===== src/rtl/imm_ext_if.sv =====
// imm_ext_if: request/response bundle for imm_ext_pipe.
//   slave  : the extractor (consumes in_*, out_ready; drives in_ready, out_*)
//   master : the producer/consumer side (IF/ID register and ID/EX mux)
// Signals:
//   in_valid/in_ready  instruction handshake
//   inst, in_tag       instruction word and sideband tag
//   out_valid/out_ready result handshake
//   ex_data, fmt, out_tag  extended immediate, format code, matching tag
interface imm_ext_if #(
  parameter int INST_W = 32,
  parameter int DATA_W = 64,
  parameter int TAG_W  = 4
);
  logic              in_valid;
  logic              in_ready;
  logic [INST_W-1:0] inst;
  logic [TAG_W-1:0]  in_tag;
  logic              out_valid;
  logic              out_ready;
  logic [DATA_W-1:0] ex_data;
  logic [2:0]        fmt;
  logic [TAG_W-1:0]  out_tag;

  modport slave (
    input  in_valid, inst, in_tag, out_ready,
    output in_ready, out_valid, ex_data, fmt, out_tag
  );

  modport master (
    output in_valid, inst, in_tag, out_ready,
    input  in_ready, out_valid, ex_data, fmt, out_tag
  );
endinterface


===== src/rtl/imm_ext_pipe.sv =====
// imm_ext_pipe: two-stage LEGv8 immediate extractor/extender.
//   S1 latches the instruction, its tag and the decoded format.
//   S2 latches the extended immediate, format and tag; S2 drives the outputs.
// Ports:
//   clk    rising-edge clock
//   rst_n  async active-low reset
//   flush  sync; drops both stages, input is refused that cycle
//   bus    imm_ext_if.slave (in_valid/in_ready/inst/in_tag,
//          out_valid/out_ready/ex_data/fmt/out_tag)
// Format codes on fmt: 0 R, 1 I, 2 D, 3 IW, 4 CB, 5 B.
module imm_ext_pipe #(
  parameter int INST_W   = 32,
  parameter int DATA_W   = 64,
  parameter int TAG_W    = 4,
  parameter bit BR_SHIFT = 1'b0
) (
  input  logic      clk,
  input  logic      rst_n,
  input  logic      flush,
  imm_ext_if.slave  bus
);

  localparam logic [2:0] FMT_R  = 3'd0;
  localparam logic [2:0] FMT_I  = 3'd1;
  localparam logic [2:0] FMT_D  = 3'd2;
  localparam logic [2:0] FMT_IW = 3'd3;
  localparam logic [2:0] FMT_CB = 3'd4;
  localparam logic [2:0] FMT_B  = 3'd5;

  // vld_pipe[1] = S1 valid, vld_pipe[2] = S2 valid
  logic [2:1]        vld_pipe;
  logic [INST_W-1:0] s1_inst;
  logic [TAG_W-1:0]  s1_tag;
  logic [2:0]        s1_fmt;
  logic [DATA_W-1:0] s2_data;
  logic [2:0]        s2_fmt;
  logic [TAG_W-1:0]  s2_tag;

  logic       s1_adv, s2_adv;
  logic [2:0] dec_fmt;

  assign s2_adv       = !vld_pipe[2] || bus.out_ready;
  assign s1_adv       = !vld_pipe[1] || s2_adv;
  assign bus.in_ready = s1_adv && !flush;

  // Opcode decode; order matters because the opcode fields overlap.
  always_comb begin
    dec_fmt = FMT_R;
    if (bus.inst[31:26] == 6'h05 || bus.inst[31:26] == 6'h25)
      dec_fmt = FMT_B;
    else if (bus.inst[31:24] == 8'hB4 || bus.inst[31:24] == 8'hB5)
      dec_fmt = FMT_CB;
    else if (bus.inst[31:21] == 11'h7C0 || bus.inst[31:21] == 11'h7C2)
      dec_fmt = FMT_D;
    else if (bus.inst[31:23] == 9'h1A5 || bus.inst[31:23] == 9'h1E5)
      dec_fmt = FMT_IW;
    else if (bus.inst[31:22] == 10'h244 || bus.inst[31:22] == 10'h344 ||
             bus.inst[31:22] == 10'h248 || bus.inst[31:22] == 10'h2C4)
      dec_fmt = FMT_I;
  end

  // Field extraction at DATA_W; anything shifted past DATA_W falls off,
  // so a MOVZ/MOVK with hw=2/3 at DATA_W=32 yields 0.
  logic [DATA_W-1:0] sx_d, sx_cb, sx_b, zx_i, zx_iw, zx_r, ext;

  assign sx_d  = {{(DATA_W-9){s1_inst[20]}},  s1_inst[20:12]};
  assign sx_cb = {{(DATA_W-19){s1_inst[23]}}, s1_inst[23:5]};
  assign sx_b  = {{(DATA_W-26){s1_inst[25]}}, s1_inst[25:0]};
  assign zx_i  = DATA_W'(s1_inst[21:10]);
  assign zx_iw = DATA_W'(s1_inst[20:5]) << {s1_inst[22:21], 4'b0000};
  assign zx_r  = DATA_W'(s1_inst);

  always_comb begin
    ext = zx_r;
    case (s1_fmt)
      FMT_I:   ext = zx_i;
      FMT_D:   ext = sx_d;
      FMT_IW:  ext = zx_iw;
      FMT_CB:  ext = BR_SHIFT ? (sx_cb << 2) : sx_cb;
      FMT_B:   ext = BR_SHIFT ? (sx_b << 2) : sx_b;
      default: ext = zx_r;
    endcase
  end

  // Flush only kills the valid bits; payload registers are left as-is.
  always_ff @(posedge clk or negedge rst_n) begin
    if (!rst_n) begin
      vld_pipe <= '0;
      s1_inst  <= '0;
      s1_tag   <= '0;
      s1_fmt   <= FMT_R;
      s2_data  <= '0;
      s2_fmt   <= FMT_R;
      s2_tag   <= '0;
    end else if (flush) begin
      vld_pipe <= '0;
    end else begin
      if (s2_adv) begin
        vld_pipe[2] <= vld_pipe[1];
        if (vld_pipe[1]) begin
          s2_data <= ext;
          s2_fmt  <= s1_fmt;
          s2_tag  <= s1_tag;
        end
      end
      if (s1_adv) begin
        vld_pipe[1] <= bus.in_valid;
        if (bus.in_valid) begin
          s1_inst <= bus.inst;
          s1_tag  <= bus.in_tag;
          s1_fmt  <= dec_fmt;
        end
      end
    end
  end

  assign bus.out_valid = vld_pipe[2];
  assign bus.ex_data   = s2_data;
  assign bus.fmt       = s2_fmt;
  assign bus.out_tag   = s2_tag;

endmodule


===== src/flat_wrapper.sv =====
// flat-port wrapper written by rule: the top's interface ports become plain ports
module imm_ext_pipe_flat 
#(
  parameter int INST_W   = 32,
  parameter int DATA_W   = 64,
  parameter int TAG_W    = 4,
  parameter bit BR_SHIFT = 1'b0
)
  (clk, rst_n, flush, bus_in_valid, bus_inst, bus_in_tag, bus_out_ready, bus_in_ready, bus_out_valid, bus_ex_data, bus_fmt, bus_out_tag);
  imm_ext_if #(.INST_W(INST_W), .DATA_W(DATA_W), .TAG_W(TAG_W)) bus_i ();
  input  logic clk;
  input  logic rst_n;
  input  logic flush;
  input wire logic [$bits(bus_i.in_valid)-1:0] bus_in_valid;
  input wire logic [$bits(bus_i.inst)-1:0] bus_inst;
  input wire logic [$bits(bus_i.in_tag)-1:0] bus_in_tag;
  input wire logic [$bits(bus_i.out_ready)-1:0] bus_out_ready;
  output wire logic [$bits(bus_i.in_ready)-1:0] bus_in_ready;
  output wire logic [$bits(bus_i.out_valid)-1:0] bus_out_valid;
  output wire logic [$bits(bus_i.ex_data)-1:0] bus_ex_data;
  output wire logic [$bits(bus_i.fmt)-1:0] bus_fmt;
  output wire logic [$bits(bus_i.out_tag)-1:0] bus_out_tag;
  assign bus_i.in_valid = bus_in_valid;
  assign bus_i.inst = bus_inst;
  assign bus_i.in_tag = bus_in_tag;
  assign bus_i.out_ready = bus_out_ready;
  assign bus_in_ready = bus_i.in_ready;
  assign bus_out_valid = bus_i.out_valid;
  assign bus_ex_data = bus_i.ex_data;
  assign bus_fmt = bus_i.fmt;
  assign bus_out_tag = bus_i.out_tag;
  imm_ext_pipe #(.INST_W(INST_W), .DATA_W(DATA_W), .TAG_W(TAG_W), .BR_SHIFT(BR_SHIFT)) u_core (.clk(clk), .rst_n(rst_n), .flush(flush), .bus(bus_i));
endmodule

===== config.mk =====
export PLATFORM = sky130hd
export DESIGN_NAME = imm_ext_pipe_flat
export DESIGN_NICKNAME = d
export VERILOG_FILES = /design/src/rtl/imm_ext_if.sv /design/src/rtl/imm_ext_pipe.sv /design/src/flat_wrapper.sv
export SDC_FILE = /design/constraint.sdc
export NUM_CORES = 1
export LEC_CHECK = 0
export BUFFER_PORTS_ARGS = -buffer_cell sky130_fd_sc_hd__clkbuf_2
export CORE_MARGIN = 4
export CORE_UTILIZATION = 55
export DETAILED_ROUTE_END_ITERATION = 10
export PLACE_DENSITY = 0.8
export SETUP_SLACK_MARGIN = 0.4
export SLEW_MARGIN = 5
export SYNTH_ARGS = -nofsm -noshare
export SYNTH_HDL_FRONTEND = slang
export SYNTH_SLANG_ARGS = --single-unit

===== constraint.sdc =====
create_clock -name clk -period 1.9 [get_ports clk]
set_input_delay 0.19 -clock clk [delete_from_list [all_inputs] [get_ports clk]]
set_output_delay 0.19 -clock clk [all_outputs]
set_load 0.005 [all_outputs]

* Yosys cells after proc, flatten, opt, wreduce, memory -nomap -nowiden *
Cells that the tools add are included.

word-level totals
  register bits after elaboration = 112
  input port bits = 41

cells by class
  eq/ne operators = 17
  shift operators = 1
  mux-type cells = 9
  bitwise gates (word level) = 1
  reduce and logical (&&, ||, !) cells = 17

operators by type and width
  cell                                                                   number
  64-bit one-hot mux with 5 select lines                                 1
  16-bit by 6-bit left shift with 64-bit output                          1
  10-bit equality test, second input constant                            4
  11-bit equality test, second input constant                            2
  9-bit equality test, second input constant                             2
  8-bit equality test, second input constant                             2
  3-bit 2-to-1 mux                                                       4
  1-bit logical OR                                                       9
  3-bit by 2-bit equality test with 1-bit output, second input constant  2
  3-bit equality test, second input constant                             2
  6-bit by 3-bit equality test with 1-bit output, second input constant  1
  6-bit equality test, second input constant                             1
  3-bit AND reduction                                                    2
  2-bit nonzero test                                                     2
  3-bit by 1-bit equality test with 1-bit output, second input constant  1
  1-bit zero test                                                        3
  1-bit 2-to-1 mux                                                       3
  2-bit 2-to-1 mux                                                       1
  1-bit logical AND                                                      1
  1-bit inverter                                                         1

* Logic depth before layout (Yosys ltp) *
  depth in word-level cells = 9
  mapped depth = 8
  gate-level depth less buffers = 4

* Least setup slack after synthesis *
Ideal clock, no wire load.

  kind = reg-to-reg
  start = register u_core.vld_pipe[2] (netlist bit)
  end = register u_core.s2_data[7] (netlist: u_core.bus.ex_data[7])
  library setup time = 0.132 ns
  data arrival time = 1.488 ns
  data required time = 1.768 ns
  setup slack = 0.280 ns
  cell stages (with the launch flop) = 7
  buffers on the path = 2
  period minus slack after synthesis = 1.620 ns
  path through = dfrtp_1 nor2b_4 or3b_1 buf_2 buf_6 a2111oi_0 nor2_1

between the ends
  longest elaborated chain between the ends = 3

RTL lines
  item                                  line                 RTL
  start: declaration                    imm_ext_pipe.sv:31   logic [2:1] vld_pipe;
  1-bit zero test                       imm_ext_pipe.sv:42   assign s2_adv = !vld_pipe[2] || bus.out_ready;
  1-bit logical OR                      imm_ext_pipe.sv:42
  3-bit AND reduction (no source line)  --
  end signal: assignment                imm_ext_pipe.sv:101  s2_data <= ext;
  end: declaration                      imm_ext_pipe.sv:35   logic [DATA_W-1:0] s2_data;

Every way passes these cells.
A chain may end at the register's enable or synchronous reset.

* Worst setup path after layout *
  start = register u_core.s1_fmt[1]
  end = register u_core.s2_data[29] (netlist: u_core.bus.ex_data[29])

between the ends
  longest elaborated chain between the ends = 2

RTL lines
  item                                               line                 RTL
  start: declaration                                 imm_ext_pipe.sv:34   logic [2:0] s1_fmt;
  start signal: assignment                           imm_ext_pipe.sv:111  s1_fmt <= dec_fmt;
  3-bit equality test, or another cell as far along  imm_ext_pipe.sv:75   case (s1_fmt)
  64-bit one-hot mux with 5 select lines *           imm_ext_pipe.sv:75

Every way passes the cells marked *; elsewhere a longest branch is shown, timed or not.

==> flow_metrics.tcl <==
set metrics [dict create \
    status "complete, no violations" \
    power.switching_uw 2070 \
    end_kind "flip-flop" \
    clk_path_buf_depth 2 \
    grt_max_degree 54 \
    cts_sinks 112 \
    cp_max_fo 7 \
    synth_cells 540 \
    diodes 0 \
    initial_core_util_pct 57.4 \
    p_seq_share_pct 51.3 \
    wl_per_cell_um 24.2 \
    synthTopCellsByArea "dfrtp_1 52%, mux2_2 8.2%, nand2_1 5.6%" \
    synth_most_common_cell "dfrtp_1" \
    cts_buffers 9 \
    clock-root-buffer "clkbuf_8" \
    die_width_um 107 \
    min_period_over_period_pct 92.6 \
    dp_hpwl_um 10300 \
    p_leak_uw 0.00348 \
    yosysTopAreaCellShare_pct 52.1 \
    antenna_found_initial 0 \
    drtAntennaViolNets 0 \
    yosys.area.top_type "dfrtp_1" \
    start_kind "flip-flop" \
    drc 0 \
    clk_pin_slew_ps 110 \
    place.gp.congestion 0.928 \
    std_cell_rows 35 \
    max-cap-violations 0 \
    synthTopCellsByCount "112 x dfrtp_1, 80 x nand2_1, 59 x a21oi_1" \
    tritoncts "yes" \
    critical_path_required_ps 2160 \
    r2r-end "u_core.bus.ex_data[29]" \
    ys_ff_latch 112 \
    critPathKind "reg -> reg" \
    p_per_area_nw_per_um2 800 \
    io_pins 114 \
    syn_to_final_growth_pct 41.9 \
    detail_route.vias_per_cell 6.61 \
    cts_max_level 3 \
    rsz0062_at_grt "yes" \
    max_slew_margin_pct 60.3 \
    power_frac_comb_pct 27.5 \
    track_usage_pct 28.5 \
    critPathLaunch "u_core.s1_fmt[1]" \
    clkPwrFrac_pct 21.2 \
    peakVddDrop_mv 0.515 \
    fmax_ghz 0.568 \
    port_buffers 113 \
    hold_class "in -> reg" \
    synth_ff_type "dfrtp_1" \
    min_period_ps 1760 \
    wirelength_um 20200 \
    dieArea_um2 11400 \
    ys_types 54 \
    arrival_ps 2020 \
    firstDrtPassIters 6 \
    grt_pass1_vias 4889 \
    coreArea_um2 9370 \
    fillers 545 \
    syn_area_per_cell_um2 9.97 \
    setup_slack_ps 141 \
    worstSkewPairLatency_ps 380 \
    worst_r2r_path_depth 8 \
    min_path_cells 3 \
    pre_cts_ws_ps 27.8 \
    vias 5534 \
    grt_overflow 0 \
    maxSlewViolCount 0 \
    reg2reg_slack_ps 140 \
    grt_pass1_wl_um 25800 \
    netlist_area_um2 5380 \
    swShare_pct 33.9 \
    hold_violations 0 \
    worst_slew_pin_slew_ps 596 \
    final_nets 745 \
    synth_fp_nets 581 \
    synth_edf_count 0 \
    ys_seq_area_share_pct 52.1 \
    drtIter0Drc 764 \
    synthArstFlopShare_pct 100 \
    die_y_um 107 \
    drive_gt1_share_pct 46.6 \
    finClkSkew_ps 11.8 \
    setup-tns-final_ps 0 \
    ys_warn_count 0 \
    finalSetupViolCount 0 \
    r2r_start "u_core.s1_fmt[1]" \
    crit_end "u_core.bus.ex_data[29]" \
    internal_power_uw 4040 \
    fin_hold_ws_ps 14.0 \
]
cell families after synthesis:
group	after synthesis	synth area share [%]
compound gates	179	19.6
simple gates	151	14.2
flops	112	52.1
buf+inv	54	5.00
mux	42	8.71
xor+xnor	1	0.302
fa+ha+maj	1	0.186
how the worst min path moves through the flow:
| stage | to | start |
|---|---|---|
| detailed placement | u_core.bus.ex_data[48] | rst_n |
| CTS | u_core.vld_pipe[1] | bus_in_valid |
| global route | u_core.s1_inst[7] | bus_inst[7] |
| global placement | u_core.bus.ex_data[49] | rst_n |
| floorplan | u_core.bus.ex_data[0] | rst_n |
| finish | u_core.vld_pipe[1] | bus_in_valid |
cell type report:
| cell class | count | area, um^2 | area share (%) |
|---|---|---|---|
| multi-input cells | 378 | 2830 | 37.1 |
| well taps | 129 | 161 | 2.11 |
| repair buffers | 198 | 1650 | 21.6 |
| inverters | 5 | 26.3 | 0.344 |
| clock buffers | 10 | 128 | 1.67 |
| flip-flops and latches | 112 | 2810 | 36.8 |
| clock inverters | 5 | 33.8 | 0.442 |
power by group through the flow:
| stage | registers, uW | logic, uW | clock network [uW] |
|---|---|---|---|
| after global placement | 3080 | 1130 | 0 |
| after CTS | 3050 | 1330 | 1280 |
| after floorplan | 2950 | 686 | 0 |
| after global routing | 3150 | 1790 | 1400 |
| after detailed placement | 3090 | 1170 | 0 |
| final | 3130 | 1680 | 1300 |
critical path: stages (launching register included):
cell and delay (ps):
dfrtp_2 420, buf_6 160, buf_6 140, nand4b_1 130, o211ai_1 110, buf_4 200
clkbuf_16 170, a211oi_2 220, o21ai_1 110
metal layers:
layer  GRT usage [%]  vias up  part of all wire, %
met5               0        -                    0
li1                -     2267                    -
met3            6.62      146                   13
met4            7.95        0                  6.9
met2            45.5      462                   46
met1            39.1     2659                   34
layout by cell type, fill, tap and decap left out, drive strengths merged, types with 3 or more instances in the layout:
cell and n:
a211oi 7, a21oi 59, a221oi 12, a222oi 4, a31o 3, a31oi 4, and3 3, buf 77
clkbuf 130, dfrtp 112, inv 6, mux2 39, mux2i 3, nand2 82, nand2b 7, nand3b 8
nor2 28, nor3 4, nor4b 3, nor4bb 4, o21ai 71, o22ai 9, or3b 6
through the flow:
stage / power (uW) / instances / area, um^2 / utilization, %
finish: 6110 / 837 / 7640 / 81.5
global route: 6340 / 837 / 7640 / 81.5
CTS: 5670 / 812 / 6850 / 73.1
detailed placement: 4260 / 763 / 6180 / 66.0
global placement: 4210 / 763 / 6180 / 66.0
floorplan: 3630 / 540 / 5410 / -
sequential cells by signal, summed over array words and instances (netlist names):
signal / count
u_core.bus.out_tag: 4
u_core.s1_tag: 4
u_core.vld_pipe: 2
u_core.s1_inst: 32
u_core.s1_fmt: 3
u_core.bus.fmt: 3
u_core.bus.ex_data: 64
timing repair:
action	in CTS	in global routing
hold buffers	1	0
setup buffers	27	9
gates cloned	6	16
pin swaps	9	29
hold endpoints to repair	36	0
setup endpoints to repair	64	107
resized for setup	40	130
Note: power is estimated with default switching activity, not from simulation.
